## src/rtl/bcd_pkg.sv

```systemverilog
// Shared BCD constants and conversion helpers for the BCD modulo counter family.
// Conversions work on a fixed 4-digit bus; narrower counters zero-extend into it.
package bcd_pkg;

    localparam int BCD_W          = 4;
    localparam int BCD_MAX        = 9;
    localparam int BCD_MAX_DIGITS = 4;
    localparam int BCD_BUS_W      = BCD_W * BCD_MAX_DIGITS;

    function automatic int unsigned bcd_to_bin(input logic [BCD_BUS_W-1:0] bcd);
        int unsigned v;
        v = 0;
        for (int i = BCD_MAX_DIGITS - 1; i >= 0; i--)
            v = v * 10 + 32'(bcd[i*BCD_W +: BCD_W]);
        return v;
    endfunction

    function automatic logic [BCD_BUS_W-1:0] bin_to_bcd(input int unsigned bin);
        logic [BCD_BUS_W-1:0] r;
        int unsigned          v;
        r = '0;
        v = bin;
        for (int i = 0; i < BCD_MAX_DIGITS; i++) begin
            r[i*BCD_W +: BCD_W] = BCD_W'(v % 10);
            v = v / 10;
        end
        return r;
    endfunction

endpackage

```

## src/rtl/bcd_mod_counter_if.sv

```systemverilog
// Control/status bundle of one bcd_mod_counter stage; `up` exists only with BCD_CNT_DOWN_EN.
// en/ld/din are sampled on every rising edge with no backpressure: a stage never stalls its driver.
interface bcd_mod_counter_if
    import bcd_pkg::*;
#(
    parameter int DIGITS = 2
);
    logic                    en;
    logic                    ld;
    logic [BCD_W*DIGITS-1:0] din;
    logic [BCD_W*DIGITS-1:0] q;
    logic                    tc;
    logic                    ld_err;
`ifdef BCD_CNT_DOWN_EN
    logic                    up;

    modport master (output en, ld, din, up, input  q, tc, ld_err);
    modport slave  (input  en, ld, din, up, output q, tc, ld_err);
`else
    modport master (output en, ld, din, input  q, tc, ld_err);
    modport slave  (input  en, ld, din, output q, tc, ld_err);
`endif

endinterface

```

## src/rtl/bcd_digit.sv

```systemverilog
// One BCD digit: synchronous load/clear, inc or dec on carry-in, carry/borrow out.
module bcd_digit
    import bcd_pkg::*;
(
    input  logic             clk,
    input  logic             cr,
    input  logic             i_load,
    input  logic             i_clr,
    input  logic [BCD_W-1:0] i_din,
    input  logic             i_ci,
    input  logic             i_dn,
    output logic [BCD_W-1:0] o_q,
    output logic             o_co
);

    logic [BCD_W-1:0] r_q;
    logic             w_edge;

    // Roll-over point for the current direction: 9 going up, 0 going down.
    assign w_edge = i_dn ? (r_q == '0) : (r_q == BCD_W'(BCD_MAX));
    assign o_co   = i_ci & w_edge;
    assign o_q    = r_q;

    always_ff @(posedge clk or negedge cr) begin
        if (!cr) begin
            r_q <= '0;
        end else if (i_load) begin
            r_q <= i_din;
        end else if (i_clr) begin
            r_q <= '0;
        end else if (i_ci) begin
            if (i_dn) r_q <= w_edge ? BCD_W'(BCD_MAX) : r_q - 1'b1;
            else      r_q <= w_edge ? '0 : r_q + 1'b1;
        end
    end

endmodule

```

## src/rtl/bcd_mod_counter.sv

```systemverilog
// Parametrised BCD modulo-N counter with checked load and cascade terminal count.
// Define BCD_CNT_DOWN_EN to add the `up` direction input and down-counting.
module bcd_mod_counter
    import bcd_pkg::*;
#(
    parameter int DIGITS  = 2,
    parameter int MODULUS = 24
)
(
    input  logic             clk,
    input  logic             cr,
    bcd_mod_counter_if.slave bus
);

    localparam int                   W           = BCD_W * DIGITS;
    localparam logic [BCD_BUS_W-1:0] TERM_UP_BCD = bin_to_bcd(MODULUS - 1);

    if (DIGITS < 1 || DIGITS > BCD_MAX_DIGITS || MODULUS < 2 || MODULUS > 10 ** DIGITS) begin : g_bad_param
        $error("bcd_mod_counter: illegal DIGITS=%0d / MODULUS=%0d", DIGITS, MODULUS);
    end

    logic [W-1:0]         w_q;
    logic [W-1:0]         w_term_up;
    logic [W-1:0]         w_ld_val;
    logic [BCD_BUS_W-1:0] w_din_ext;
    logic [DIGITS:0]      w_carry;
    logic                 w_unused_carry;
    logic                 w_dn;
    logic                 w_din_ok;
    logic                 w_at_term;
    logic                 w_cnt;
    logic                 w_wrap;
    logic                 w_digit_ld;
    logic                 w_digit_clr;
    logic                 r_ld_err;

    assign w_term_up = TERM_UP_BCD[W-1:0];

    always_comb begin
        w_din_ext        = '0;
        w_din_ext[W-1:0] = bus.din;
        w_din_ok         = (bcd_to_bin(w_din_ext) < MODULUS);
        for (int i = 0; i < DIGITS; i++)
            if (bus.din[i*BCD_W +: BCD_W] > BCD_W'(BCD_MAX)) w_din_ok = 1'b0;
    end

`ifdef BCD_CNT_DOWN_EN
    assign w_dn = ~bus.up;
`else
    assign w_dn = 1'b0;
`endif

    assign w_at_term = w_dn ? (w_q == '0) : (w_q == w_term_up);
    assign w_cnt     = bus.en & ~bus.ld;
    assign w_wrap    = w_cnt & w_at_term;

    // The modulus wrap bypasses the digit carry chain: up clears, down reloads MODULUS-1.
    assign w_digit_ld  = (bus.ld & w_din_ok) | (w_wrap & w_dn);
    assign w_digit_clr = w_wrap & ~w_dn;
    assign w_ld_val    = bus.ld ? bus.din : w_term_up;
    assign w_carry[0]  = w_cnt & ~w_at_term;
    assign w_unused_carry = w_carry[DIGITS];

    for (genvar g = 0; g < DIGITS; g++) begin : g_digit
        bcd_digit u_digit (
            .clk    (clk),
            .cr     (cr),
            .i_load (w_digit_ld),
            .i_clr  (w_digit_clr),
            .i_din  (w_ld_val[g*BCD_W +: BCD_W]),
            .i_ci   (w_carry[g]),
            .i_dn   (w_dn),
            .o_q    (w_q[g*BCD_W +: BCD_W]),
            .o_co   (w_carry[g+1])
        );
    end

    always_ff @(posedge clk or negedge cr) begin
        if (!cr) r_ld_err <= 1'b0;
        else     r_ld_err <= bus.ld & ~w_din_ok;
    end

    assign bus.q      = w_q;
    assign bus.tc     = w_wrap;
    assign bus.ld_err = r_ld_err;

endmodule
```

## src/flat_wrapper.sv

```systemverilog
// flat-port wrapper written by rule: the top's interface ports become plain ports
module bcd_mod_counter_flat import bcd_pkg::*;
#(
    parameter int DIGITS  = 2,
    parameter int MODULUS = 24
)
  (clk, cr, bus_en, bus_ld, bus_din, bus_q, bus_tc, bus_ld_err);
  bcd_mod_counter_if #(.DIGITS(DIGITS)) bus_i ();
  input  logic clk;
  input  logic cr;
  input wire logic [$bits(bus_i.en)-1:0] bus_en;
  input wire logic [$bits(bus_i.ld)-1:0] bus_ld;
  input wire logic [$bits(bus_i.din)-1:0] bus_din;
  output wire logic [$bits(bus_i.q)-1:0] bus_q;
  output wire logic [$bits(bus_i.tc)-1:0] bus_tc;
  output wire logic [$bits(bus_i.ld_err)-1:0] bus_ld_err;
  assign bus_i.en = bus_en;
  assign bus_i.ld = bus_ld;
  assign bus_i.din = bus_din;
  assign bus_q = bus_i.q;
  assign bus_tc = bus_i.tc;
  assign bus_ld_err = bus_i.ld_err;
  bcd_mod_counter #(.DIGITS(DIGITS), .MODULUS(MODULUS)) u_core (.clk(clk), .cr(cr), .bus(bus_i));
endmodule
```

## config.mk

```make
export PLATFORM = sky130hd
export DESIGN_NAME = bcd_mod_counter_flat
export DESIGN_NICKNAME = d
export VERILOG_FILES = /design/src/rtl/bcd_pkg.sv /design/src/rtl/bcd_mod_counter_if.sv /design/src/rtl/bcd_digit.sv /design/src/rtl/bcd_mod_counter.sv /design/src/flat_wrapper.sv
export SDC_FILE = /design/constraint.sdc
export NUM_CORES = 1
export LEC_CHECK = 0
export ABC_CLOCK_PERIOD_IN_PS = 2600
export CORE_ASPECT_RATIO = 1.25
export CORE_MARGIN = 5
export CORE_UTILIZATION = 50
export DETAILED_ROUTE_END_ITERATION = 10
export PLACE_DENSITY_LB_ADDON = 0.12
export SLEW_MARGIN = 15
export SYNTH_ARGS = -nofsm -noshare
export SYNTH_HDL_FRONTEND = slang
export SYNTH_HIERARCHICAL = 1
export SYNTH_SLANG_ARGS = --single-unit
```

## constraint.sdc

```tcl
create_clock -name clk -period 2.6 [get_ports clk]
set_input_delay 0.26 -clock clk [delete_from_list [all_inputs] [get_ports clk]]
set_output_delay 0.26 -clock clk [all_outputs]
set_load 0.05 [all_outputs]
```

# Word level (Yosys, flattened, before mapping)
# Cells that the tools add are included.
# op_classes
addsub	3
mul	1
n_reduce_logical	2
mux	11
bitwise_logic	9
order_cmp	3
n_eq_ne	3
# ops
op	count
$add 32x4->32	1
$lt 32x5->1 const B	1
$mux 4	8
$add 4x1->4 const B	2
$eq 4x4->1 const B	2
$eq 8x6->1 const B	1
$gt 4x4->1 const B	2
$mux 8	1
$mul 4x3->7 const B	1
$and 1x1->1	6
$reduce_bool 3->1	2
$not 1->1	3
$mux 1	2
# word_totals
word_cells	35
ff_bits	9
out_inout_bits	10
inputBits	12

# Longest topological paths before layout
# logic_depth
word_depth	7
mapped_depth	12

# By module
# The synthesis kept the hierarchy.
# modules_own_cells
module	n_inst	area_each_um2	cells_each
bcd_digit	2	411.6	51
bcd_mod_counter	1	321.6	40

# Worst setup path after synthesis
# OpenSTA, ideal clock, no wires.
# synth_path
path_kind	reg-to-reg
start	register u_core.g_digit[1].u_digit.r_q[1]
end	register u_core.g_digit[0].u_digit.r_q[2]
stages_incl_launch_ff	8
slack_ps	-250
setup_ps	83
path_buffers	0
arrival_time_ps	2767
required_ps	2517
cell_sequence	dfrtp_1 nor4b_1 nand4_1 nor2_1 nor3_1 a2111oi_0 a21oi_1 o21ai_0
# synth_between
elab_chain_len	4
# synth_rtl
element	line_no	rtl
start, declared	bcd_digit.sv:16	logic [BCD_W-1:0] r_q;
start signal, assigned	bcd_digit.sv:28	r_q <= i_din;
start signal, assigned	bcd_digit.sv:32	if (i_dn) r_q <= w_edge ? BCD_W'(BCD_MAX) : r_q - 1'b1;
start signal, assigned	bcd_digit.sv:33	else r_q <= w_edge ? '0 : r_q + 1'b1;
$eq 8x6->1 *	bcd_mod_counter.sv:53	assign w_at_term = w_dn ? (w_q == '0) : (w_q == w_term_up);
$and 1x1->1 *	bcd_mod_counter.sv:55	assign w_wrap = w_cnt & w_at_term;
named net bus_tc	flat_wrapper.sv:15	output wire logic [$bits(bus_i.tc)-1:0] bus_tc;
$mux 4	bcd_digit.sv:29	end else if (i_clr) begin
$mux 4	bcd_digit.sv:27	end else if (i_load) begin
end signal, assigned	bcd_digit.sv:28	
end signal, assigned	bcd_digit.sv:32	
end signal, assigned	bcd_digit.sv:33	
end, declared	bcd_digit.sv:16	
# Mark *: on every way through the listed nets, which the timed path passes. The rest lies on a longest branch.
# A chain may end at the register's enable or synchronous reset.

# Worst setup path after layout
# layout_path
start	input port bus_din[7]
end	register u_core.g_digit[0].u_digit.r_q[2]
# layout_between
elab_chain_len	7
# layout_rtl
element	line_no	rtl
start, declared	flat_wrapper.sv:13	input wire logic [$bits(bus_i.din)-1:0] bus_din;
$mul 4x3->7	bcd_pkg.sv:14	v = v * 10 + 32'(bcd[i*BCD_W +: BCD_W]);
$add 32x4->32	bcd_pkg.sv:14	
$lt 32x5->1	bcd_mod_counter.sv:42	w_din_ok = (bcd_to_bin(w_din_ext) < MODULUS);
$mux 1	bcd_mod_counter.sv:44	if (bus.din[i*BCD_W +: BCD_W] > BCD_W'(BCD_MAX)) w_din_ok = 1'b0;
$mux 1 *	bcd_mod_counter.sv:44	
$and 1x1->1 *	bcd_mod_counter.sv:58	assign w_digit_ld = (bus.ld & w_din_ok) | (w_wrap & w_dn);
named net u_core.w_digit_ld	bcd_mod_counter.sv:33	logic w_digit_ld;
$reduce_bool 3->1 (no source line) or $mux 4 (tied branches)	--	
# Marks and branches as above.

==> results_dict.tcl <==
set metrics [dict create \
    antenna_found_initial 0 \
    clock_latency_ns 0.26 \
    rows 19 \
    r2r_setup_slack_ns 0.19 \
    wl_per_cell_um 14.4 \
    worst_pin_slew_ns 0.531 \
    die_h_um 63.1 \
    grt_pass1_wl_um 5090 \
    reg2reg_to "u_core/g_digit[1].u_digit/o_q[2]" \
    status "completed" \
    p_leak_uw 0.000686 \
    coreArea_sq_mm 0.00219 \
    startpoint "bus_din[7]" \
    dp_hpwl_um 2270 \
    cap_violations 0 \
    cts_buffers 3 \
    place_congestion 0.947 \
    wirelength_um 3030 \
    rsz0062_at_grt "no" \
    combinationalPowerShare_pct 66.8 \
    arrival_ns 2.59 \
    root_buffer "clkbuf_4" \
    seq_power_share_pct 23.8 \
    critPathMaxFanout 7 \
    p_per_area_mw_per_mm2 731 \
    grtUsageTotal_pct 19.7 \
    fin_nets 206 \
    start_util_pct 51.5 \
    ant_nets 0 \
    grt-ovfl-total 0 \
    drt_iter0_drc 33 \
    port_buffers 21 \
    netlist_instances 139 \
    hold_buffers 0 \
    required_ns 2.73 \
    total_power_uw 1180 \
    finalMaxSlewViolations 0 \
    swShare_pct 51.4 \
    hold_violations 0 \
    fp.dieArea_sq_mm 0.00331 \
    start_kind "input pin" \
    p_switching_uw 607 \
    clock_path_buffers 2 \
    hold_path.class "in -> async" \
    die_w_um 52.4 \
    fin_crit_ns 2.46 \
    max_freq_ghz 0.407 \
    n_antenna_cell 0 \
    drt_first_pass_iters 4 \
    ys_warn_count 6 \
    slew_headroom_pct 64.5 \
    fin_setup_tns_ns 0 \
    peakVddDrop_uv 638 \
    syn-cell-area_sq_mm 0.00113 \
    post-place-ws_ns -0.727 \
    synthToLayoutAreaGrowth_pct 43.3 \
    hold_ws_ns 0.291 \
    drive_above_1_share_pct 25.6 \
    cts_tree "done" \
    grt_pass1_vias 1205 \
    io_pins 22 \
    reg2reg_depth 8 \
    drc 0 \
    setup_viol 0 \
    setup_slack_ns 0.143 \
    htree_levels 1 \
    vias 1213 \
    cts_sinks 9 \
    critPathKind "in -> reg" \
    grt_max_degree 12 \
    p_clk_share_pct 9.4 \
    finalClockSkew_ns 0.00248 \
    min_period_over_period_pct 94.5 \
    r2r-start "u_core/g_digit[1].u_digit/o_q[1]" \
    via_per_inst 5.75 \
    p_int_uw 574 \
    syn_avg_cell_area_sq_um 8.10 \
    end_kind "flop" \
    path_clk_slew_ns 0.06 \
]
-- power by group through the flow --
| stage | combinational (uW) | clock, uW | sequential [uW] |
|---|---|---|---|
| final | 788 | 111 | 281 |
| after global routing | 859 | 122 | 293 |
| after CTS | 766 | 115 | 281 |
| after detailed placement | 742 | 0 | 284 |
| after global placement | 725 | 0 | 279 |
| after floorplan | 356 | 0 | 431 |
-- registers in the layout, summed over array words and instances, names as in the netlist --
name	cells
u_core/g_digit.u_digit/o_q	8
u_core/bus.ld_err	1
-- repair_timing --
action / CTS / global route
endpoints found under the setup margin: 8 / 8
pin swaps: 11 / 5
setup buffers: 3 / 1
gates cloned: 0 / 0
gates resized for setup: 20 / 12
-- worst max-delay path, stage by stage --
cell,delay [ns]
clkbuf_2,0.11
ha_4,0.24
ha_4,0.16
fa_1,0.43
nand4b_1,0.20
nor4_2,0.33
and2_4,0.27
buf_6,0.13
buf_4,0.10
nor4b_1,0.04
a21oi_1,0.20
o21ai_1,0.12
-- how the worst max path moves through the flow --
stage                                  endpoint  slack (ns)  cells after the start
6_report       u_core/g_digit[0].u_digit/o_q[2]        0.14                     12
5_1_grt        u_core/g_digit[1].u_digit/o_q[2]        0.01                      8
4_1_cts        u_core/g_digit[0].u_digit/o_q[2]        0.03                     11
3_5_place_dp   u_core/g_digit[0].u_digit/o_q[2]       -0.73                     11
3_3_place_gp   u_core/g_digit[0].u_digit/o_q[2]       -0.61                     11
2_1_floorplan  u_core/g_digit[0].u_digit/o_q[2]       0.003                     11
-- routing by layer --
metal / GRT usage (%) / routed length [um] / vias to the layer above
li1: - / - / 591
met1: 24.5 / 1330 / 587
met2: 31.8 / 1510 / 29
met3: 6.13 / 148 / 6
met4: 6.07 / 42 / 0
met5: 0 / 0 / -
-- cell usage in the layout (no fill, tap or decap), types with 3 or more instances in the layout --
master           count
buf_4               22
clkdlybuf4s50_1     16
nand2_1             14
inv_1               11
dfrtp_1              9
ha_1                 8
nor2_1               7
a21oi_1              6
and2_1               5
nand2b_1             5
a31oi_1              5
clkbuf_2             4
nor4b_1              4
nor2b_1              4
clkbuf_4             3
o21ai_0              3
o31ai_1              3
ha_4                 3
nor3_1               3
-- final cells by class --
type | count | area [sq um]
clock buffer | 4 | 26.3
multi-input combinational | 113 | 926
tap | 31 | 38.8
timing repair buffer | 43 | 357
inverter | 11 | 41.3
sequential | 9 | 225
fill | 174 | 573
-- metrics by stage --
step	util [%]	instances	instance area, sq um
finish	73.8	211	1610
global placement	67.2	203	1470
CTS	72.4	210	1580
global route	73.8	211	1610
floorplan	-	140	1150
detailed placement	67.2	203	1470
No activity file was read; power rests on OpenSTA's default activity.
